<file path="src/rtl/zigbee_sym_fifo.sv">
// Parametrised synchronous symbol FIFO with level/threshold flags, flush and sticky error flags.
// Define ZIGBEE_FIFO_FWFT_EN for first-word-fall-through output; default is registered read.
module zigbee_sym_fifo #(
    parameter int DATA_WIDTH = 4,
    parameter int DEPTH      = 16,
    parameter int AF_MARGIN  = 2,
    parameter int AE_MARGIN  = 2
) (
    input  logic                         inClock,
    input  logic                         inReset,
    input  logic [DATA_WIDTH-1:0]        inData,
    input  logic                         inWriteEnable,
    input  logic                         inReadEnable,
    input  logic                         inFlush,
    input  logic                         inClearErr,
    output logic [DATA_WIDTH-1:0]        outData,
    output logic                         outValid,
    output logic                         outFull,
    output logic                         outEmpty,
    output logic                         outAlmostFull,
    output logic                         outAlmostEmpty,
    output logic [$clog2(DEPTH+1)-1:0]   outCount,
    output logic                         outOverflow,
    output logic                         outUnderflow
);

    localparam int PTR_WIDTH = $clog2(DEPTH);
    localparam int CNT_WIDTH = $clog2(DEPTH + 1);
    localparam logic [CNT_WIDTH-1:0] FULL_LEVEL   = CNT_WIDTH'(DEPTH);
    localparam logic [CNT_WIDTH-1:0] AF_LEVEL     = CNT_WIDTH'(DEPTH - AF_MARGIN);
    localparam logic [CNT_WIDTH-1:0] AE_LEVEL     = CNT_WIDTH'(AE_MARGIN);

    logic [DATA_WIDTH-1:0] mem [DEPTH];
    logic [PTR_WIDTH-1:0]  wrPtr;
    logic [PTR_WIDTH-1:0]  rdPtr;
    logic [CNT_WIDTH-1:0]  count;

    logic isFull;
    logic isEmpty;
    logic readAccept;
    logic writeAccept;
    logic overflowEvent;
    logic underflowEvent;

    assign isFull  = (count == FULL_LEVEL);
    assign isEmpty = (count == '0);

    // A flush swallows both requests, so neither side can be accepted or flag an error.
    always_comb begin
        readAccept     = inReadEnable && !isEmpty && !inFlush;
        writeAccept    = inWriteEnable && (!isFull || readAccept) && !inFlush;
        overflowEvent  = inWriteEnable && !writeAccept && !inFlush;
        underflowEvent = inReadEnable && isEmpty && !inFlush;
    end

    always_ff @(posedge inClock) begin
        if (!inReset && writeAccept) begin
            mem[wrPtr] <= inData;
        end
    end

    always_ff @(posedge inClock) begin
        if (inReset || inFlush) begin
            wrPtr <= '0;
            rdPtr <= '0;
            count <= '0;
        end else begin
            if (writeAccept) begin
                wrPtr <= wrPtr + PTR_WIDTH'(1);
            end
            if (readAccept) begin
                rdPtr <= rdPtr + PTR_WIDTH'(1);
            end
            case ({writeAccept, readAccept})
                2'b10:   count <= count + CNT_WIDTH'(1);
                2'b01:   count <= count - CNT_WIDTH'(1);
                default: count <= count;
            endcase
        end
    end

    // A new error event wins over a coincident clear so no event is ever lost.
    always_ff @(posedge inClock) begin
        if (inReset) begin
            outOverflow  <= 1'b0;
            outUnderflow <= 1'b0;
        end else begin
            outOverflow  <= (outOverflow && !inClearErr) || overflowEvent;
            outUnderflow <= (outUnderflow && !inClearErr) || underflowEvent;
        end
    end

`ifdef ZIGBEE_FIFO_FWFT_EN
    assign outData  = mem[rdPtr];
    assign outValid = !isEmpty;
`else
    always_ff @(posedge inClock) begin
        if (inReset) begin
            outData  <= '0;
            outValid <= 1'b0;
        end else if (inFlush) begin
            outValid <= 1'b0;
        end else begin
            outValid <= readAccept;
            if (readAccept) begin
                outData <= mem[rdPtr];
            end
        end
    end
`endif

    assign outFull        = isFull;
    assign outEmpty       = isEmpty;
    assign outAlmostFull  = (count >= AF_LEVEL);
    assign outAlmostEmpty = (count <= AE_LEVEL);
    assign outCount       = count;

endmodule
</file>
<file path="config.mk">
export PLATFORM = sky130hd
export DESIGN_NAME = zigbee_sym_fifo
export DESIGN_NICKNAME = d
export VERILOG_FILES = /design/src/rtl/zigbee_sym_fifo.sv
export SDC_FILE = /design/constraint.sdc
export NUM_CORES = 1
export LEC_CHECK = 0
export CAP_MARGIN = 20
export CORE_ASPECT_RATIO = 1.25
export CORE_MARGIN = 10
export CORE_UTILIZATION = 40
export DETAILED_ROUTE_END_ITERATION = 8
export GPL_ROUTABILITY_DRIVEN = 0
export PLACE_DENSITY = 0.68
export SLEW_MARGIN = 30
export SYNTH_ARGS = -nofsm -noshare
export SYNTH_HDL_FRONTEND = slang
export SYNTH_SLANG_ARGS = --single-unit
</file>
<file path="constraint.sdc">
create_clock -name inClock -period 2.6 [get_ports inClock]
set_clock_uncertainty 0.2 [all_clocks]
set_input_delay 0.39 -clock inClock [delete_from_list [all_inputs] [get_ports inClock]]
set_output_delay 0.39 -clock inClock [all_outputs]
set_load 0.1 [all_outputs]
</file>
* After elaboration in Yosys (flattened, before gate mapping)
Memories as Yosys holds them, arrays and structs flattened. A register that Yosys moved wholly into a read port is not among the register bits.
Cells that the tools add are included.
** Storage, ports and cells
- Bits in registers :: 16
- RAM bits :: 64
- Bits of input ports :: 10
- Memories kept :: 1
** Operators by class
- Add/sub/neg operators :: 4
- $lt $le $gt $ge :: 2
- Equality and inequality tests :: 3
- Muxes and demuxes :: 3
- Bitwise operators :: 1
- Reductions and logical operators :: 25
** Memory list
- mem :: depth 16, width 4, read ports 1, clocked after memory_dff 1, wr ports 1, RTL line 33 : logic [DATA_WIDTH-1:0] mem [DEPTH];
** Operator list (number)
- $logic_and 1x1->1 :: 11
- $pmux 5 s2 :: 1
- $add 4x1->4 const B :: 2
- $logic_not 1->1 :: 6
- $add 5x1->5 const B :: 1
- $eq 5x5->1 const B :: 1
- $ge 5x4->1 const B :: 1
- $le 5x2->1 const B :: 1
- $logic_not 5->1 :: 1
- $sub 5x1->5 const B :: 1
- $logic_or 1x1->1 :: 4
- $eq 2x1->1 const B :: 1
- $eq 2x2->1 const B :: 1
- $mux 1 :: 2
- $reduce_and 2->1 :: 1
- $reduce_bool 2->1 :: 1
- $reduce_or 2->1 :: 1
- $not 1->1 :: 1

* Logic depth before layout (Yosys ltp)
Gate-level depths: netlist (run 1).
- Depth in word-level cells :: 11
- Mapped depth :: 11
- Depth with buffers taken out :: 11

* Least setup slack after synthesis (run 1)
OpenSTA, ideal clock, no wires.
- Path kind :: reg-to-output
- From :: reg count[1] (netlist: outCount[1])
- To :: out outAlmostEmpty
- Data arrival time :: 5.570 ns
- Required time :: 2.010 ns
- Slack :: -3.560 ns
- Stages on the path, launching flop included :: 2
- Path through :: dfxtp_1 a2111oi_0
** On the way
- Word-level cells in the longest chain between the ends :: 1
** RTL lines
- start: declaration :: RTL line 36 : logic [CNT_WIDTH-1:0] count;
- start signal: assignment :: RTL line 75 : 2'b10: count <= count + CNT_WIDTH'(1);
- start signal: assignment :: RTL line 76 : 2'b01: count <= count - CNT_WIDTH'(1);
- start signal: assignment :: RTL line 77 : default: count <= count;
- $le 5x2->1 :: RTL line 115 : assign outAlmostEmpty = (count <= AE_LEVEL);
- end: declaration :: RTL line 21 : output logic outAlmostEmpty,
No other way between the ends.

* Worst setup path in the final report (run 1)
- From :: reg count[2] (netlist: outCount[2])
- To :: reg count[4] (netlist: outCount[4])
** On the way
- Word-level cells in the longest chain between the ends :: 9
** RTL lines
- $logic_not 5->1 :: RTL line 46 : assign isEmpty = (count == '0);
- $logic_not 1->1 :: RTL line 50 : readAccept = inReadEnable && !isEmpty && !inFlush;
- $logic_and 1x1->1 (2 in a row) :: RTL line 50
- $logic_or 1x1->1 :: RTL line 51 : writeAccept = inWriteEnable && (!isFull || readAccept) && !inFlush;
- $logic_and 1x1->1 (2 in a row) :: RTL line 51
- $eq 2x1->1 / $eq 2x2->1 (equally long branches) :: RTL line 74 : case ({writeAccept, readAccept})
- $pmux 5 s2 / $reduce_bool 2->1 (equally long branches)
Several ways; a longest one is shown, not always the timed one.
A chain may end at the register's enable or synchronous reset.

==> impl_metrics.yaml, run 1 <==
run_status:
  status: "finished, violations left"
  violations: "negative setup slack"
setup_path:
  cp_data_arrival_time_ns: 2.71
  r2r-start: "outCount[2]"
  reg2reg_slack_ns: -0.05
  r2r-end: "outCount[4]"
  cp_max_fo: 5
  worstRegToRegCells: 12
  endpoint_kind: "flip-flop"
  endpoint: "outCount[4]"
  crit_start: "outCount[2]"
  critPathKind: "reg -> reg"
  crit_path_start_kind: "flip-flop"
  required_ns: 2.67
synth:
  syn_area_um2: 3600
  syn_inst: 270
  synth_flop_cell: "edfxtp_1"
  yosys.area.top_type: "edfxtp_1"
  syn-num-nets: 290
  ys_types: 39
  yosysSeqAreaShare: 0.644
  ys_warn_count: 0
  synth_top_area_frac: 0.533
  synth_edf_count: 64
  ys_ff_latch: 84
  syn_area_per_cell_um2: 13.4
  async_reset_ff_frac: 0
  synth_area_leaders: "edfxtp_1, dfxtp_1, mux2i_1, nor2_1, ha_1"
routing:
  via_per_inst: 5.10
  avgRoutedWirePerCell_um: 16.2
  firstDrtPassIters: 4
  drc: 0
  drt-initial-drc-count: 80
  ant_nets: 0
  routed_wl_mm: 7.17
  vias: 2253
timing:
  fmax_mhz: 378
  min_period_ns: 2.65
  min_period_over_period: 1.02
  maxSlewHeadroom: 0.584
  fin_ws_ns: -0.0462
  tightest_slew_ns: 0.622
  rsz0062_at_grt: "yes"
  maxSlewViolCount: 0
  finalHoldViolations: 0
  setup_violations: 1
  worst_hold_slack_ns: 0.291
place:
  port-buffer-count: 25
  place_area_um2: 4090
  dp_cells: 419
  place_hpwl_mm: 5.11
  place_ws_ns: -0.266
floorplanning:
  dieArea_um2: 13200
  die_w_um: 105
  rows: 38
  die_height_um: 126
  floorplan.initialDensity: 0.412
  core_um2: 8750
  ioPinCount: 26
finish:
  finalNonFillerCells: 442
  nNetsFinal: 337
  drive_above_1_share: 0.233
  fin_area_um2: 4380
  syn_to_final_growth_pct: 21.6
  antenna_cells: 0
clock_network:
  clkSlewWorstSetupHoldPaths_ns: 0.08
  cts_tree: "done"
  insertion_delay_ns: 0.35
  cts_hold_buf: 0
  h-tree-depth: 3
  cts.path.max_buffers: 2
  cts_buffers: 9
  cts_num_sinks: 84
  cts-root-buf: "clkbuf_8"
pwr:
  ir_drop_mv: 0.235
  p_per_area_nw_per_um2: 590
  power.leakage_uw: 0.00144
global_route:
  antenna_found_initial: 0
  grt_pass1_wl_mm: 11.4
  track_usage: 0.109
  grt-ovfl-total: 0
  grt_start_max_net_pins: 18
  grt_pass1_vias: 2273
worst_hold_path:
  hold_class: "reg -> reg"
  holdPathStages: 2
run:
  max_cap_viol_count: 0
[area by class of cell]
class	count	area [um^2]
Tap cell	120	150
Clock inverter	5	85.1
Fill cell	786	4360
Clock buffer	11	131
Multi-Input combinational cell	164	1230
Timing Repair Buffer	47	400
Sequential cell	84	2340
Inverter	11	43.8
[power breakdown]
group | internal (uW) | switching, uW | leakage (uW)
Combinational | 52.0 | 91.2 | 0.000592
Sequential | 1440 | 4.39 | 0.000742
Clock | 547 | 452 | 0.000104
[flip-flops by register name, indices dropped and copies added (netlist names)]
| name | flops |
|---|---|
| outData | 4 |
| outOverflow | 1 |
| outUnderflow | 1 |
| outValid | 1 |
| mem | 64 |
| outCount | 5 |
| rdPtr | 4 |
| wrPtr | 4 |
[critical path, cell delays in order (launching register included)]
cell	delay [ns]
dfxtp_4	0.35
nor4_4	0.25
buf_4	0.18
a31oi_4	0.08
inv_2	0.07
ha_4	0.17
inv_4	0.04
fa_2	0.38
nor2b_4	0.14
o21ai_2	0.08
nor4b_4	0.13
or3_1	0.31
a21oi_1	0.16
[kinds of logic after synthesis]
family                     count (synthesis)  share of synthesized area
AOI/OAI and AO/OA                         35                     0.0666
adders and majority gates                 10                     0.0368
and+or+nand+nor                           78                      0.110
xor gates and xnor gates                   8                     0.0194
buffers and inverters                     22                     0.0309
muxes                                     33                     0.0916
DFF                                       84                      0.644
[synthesized netlist by cell type, types with 2 or more instances]
master / n
dfxtp_1: 20
nand3b_1: 5
inv_1: 11
nand3_1: 2
a21oi_1: 7
clkbuf_1: 3
mux2i_1: 33
o21ai_0: 2
o22ai_1: 16
or3_1: 3
nor2b_1: 2
nand2_1: 10
nand4_1: 2
edfxtp_1: 64
nor4_1: 4
a211oi_1: 5
nor3_1: 2
xor2_1: 5
nor2_1: 37
buf_4: 5
xnor2_1: 3
nand2b_1: 4
ha_1: 9
[worst min path at each step]
stage / startpoint / to
after floorplan: inData[0] / mem[0][0]
after global placement: outUnderflow / outUnderflow
after detailed placement: outUnderflow / outUnderflow
after CTS: outUnderflow / outUnderflow
after global routing: outUnderflow / outUnderflow
final: outUnderflow / outUnderflow
[placed cells by master, fill, tap and decap left out, drive strengths merged]
cell type	n
a21oi	8
xor2	5
nor4	5
dfxtp	20
inv	12
bufinv	2
a21o	1
edfxtp	64
nor2	37
nand3	2
nor2b	2
a31oi	1
nand2b	4
clkinvlp	1
xnor2	3
nand2	11
o22ai	16
nand4	2
or2	1
ha	9
nor3	2
buf	38
clkbuf	11
clkdlybuf4s50	9
clkinv	1
a2111oi	1
o32a	1
nor4b	1
or3b	2
or3	3
o21ai	2
mux2i	33
and2	1
a211oi	5
nand3b	5
fa	1
[what timing repair did]
action	in CTS	in global routing
setup endpoints to repair	1	1
setup buffers	1	6
pin swaps	1	5
gates resized for setup	0	6
[per-layer routing]
layer / track usage / vias to the layer above / wire length, um
met3: 0.0265 / 13 / 309
met1: 0.117 / 1096 / 2920
met2: 0.195 / 55 / 3790
met5: 0 / - / 0
met4: 0.0526 / 0 / 150
li1: - / 1089 / -
[stage by stage]
stage	total power, uW	utilization	setup TNS [ns]
after floorplan	1550	-	-0.156
after global placement	1610	0.467	-0.208
after detailed placement	1610	0.467	-0.360
after CTS	2600	0.493	0
after global routing	2670	0.501	-0.135
final	2590	0.501	-0.0462
Note: power is estimated with default switching activity, not from simulation.
==> run 2: changes to the inputs <==
Settings changed: CTS_CLUSTER_DIAMETER from default to 100.
==> results of run 2 <==
Same layout as run 1: the final DEF is identical, and so are final timing and power.
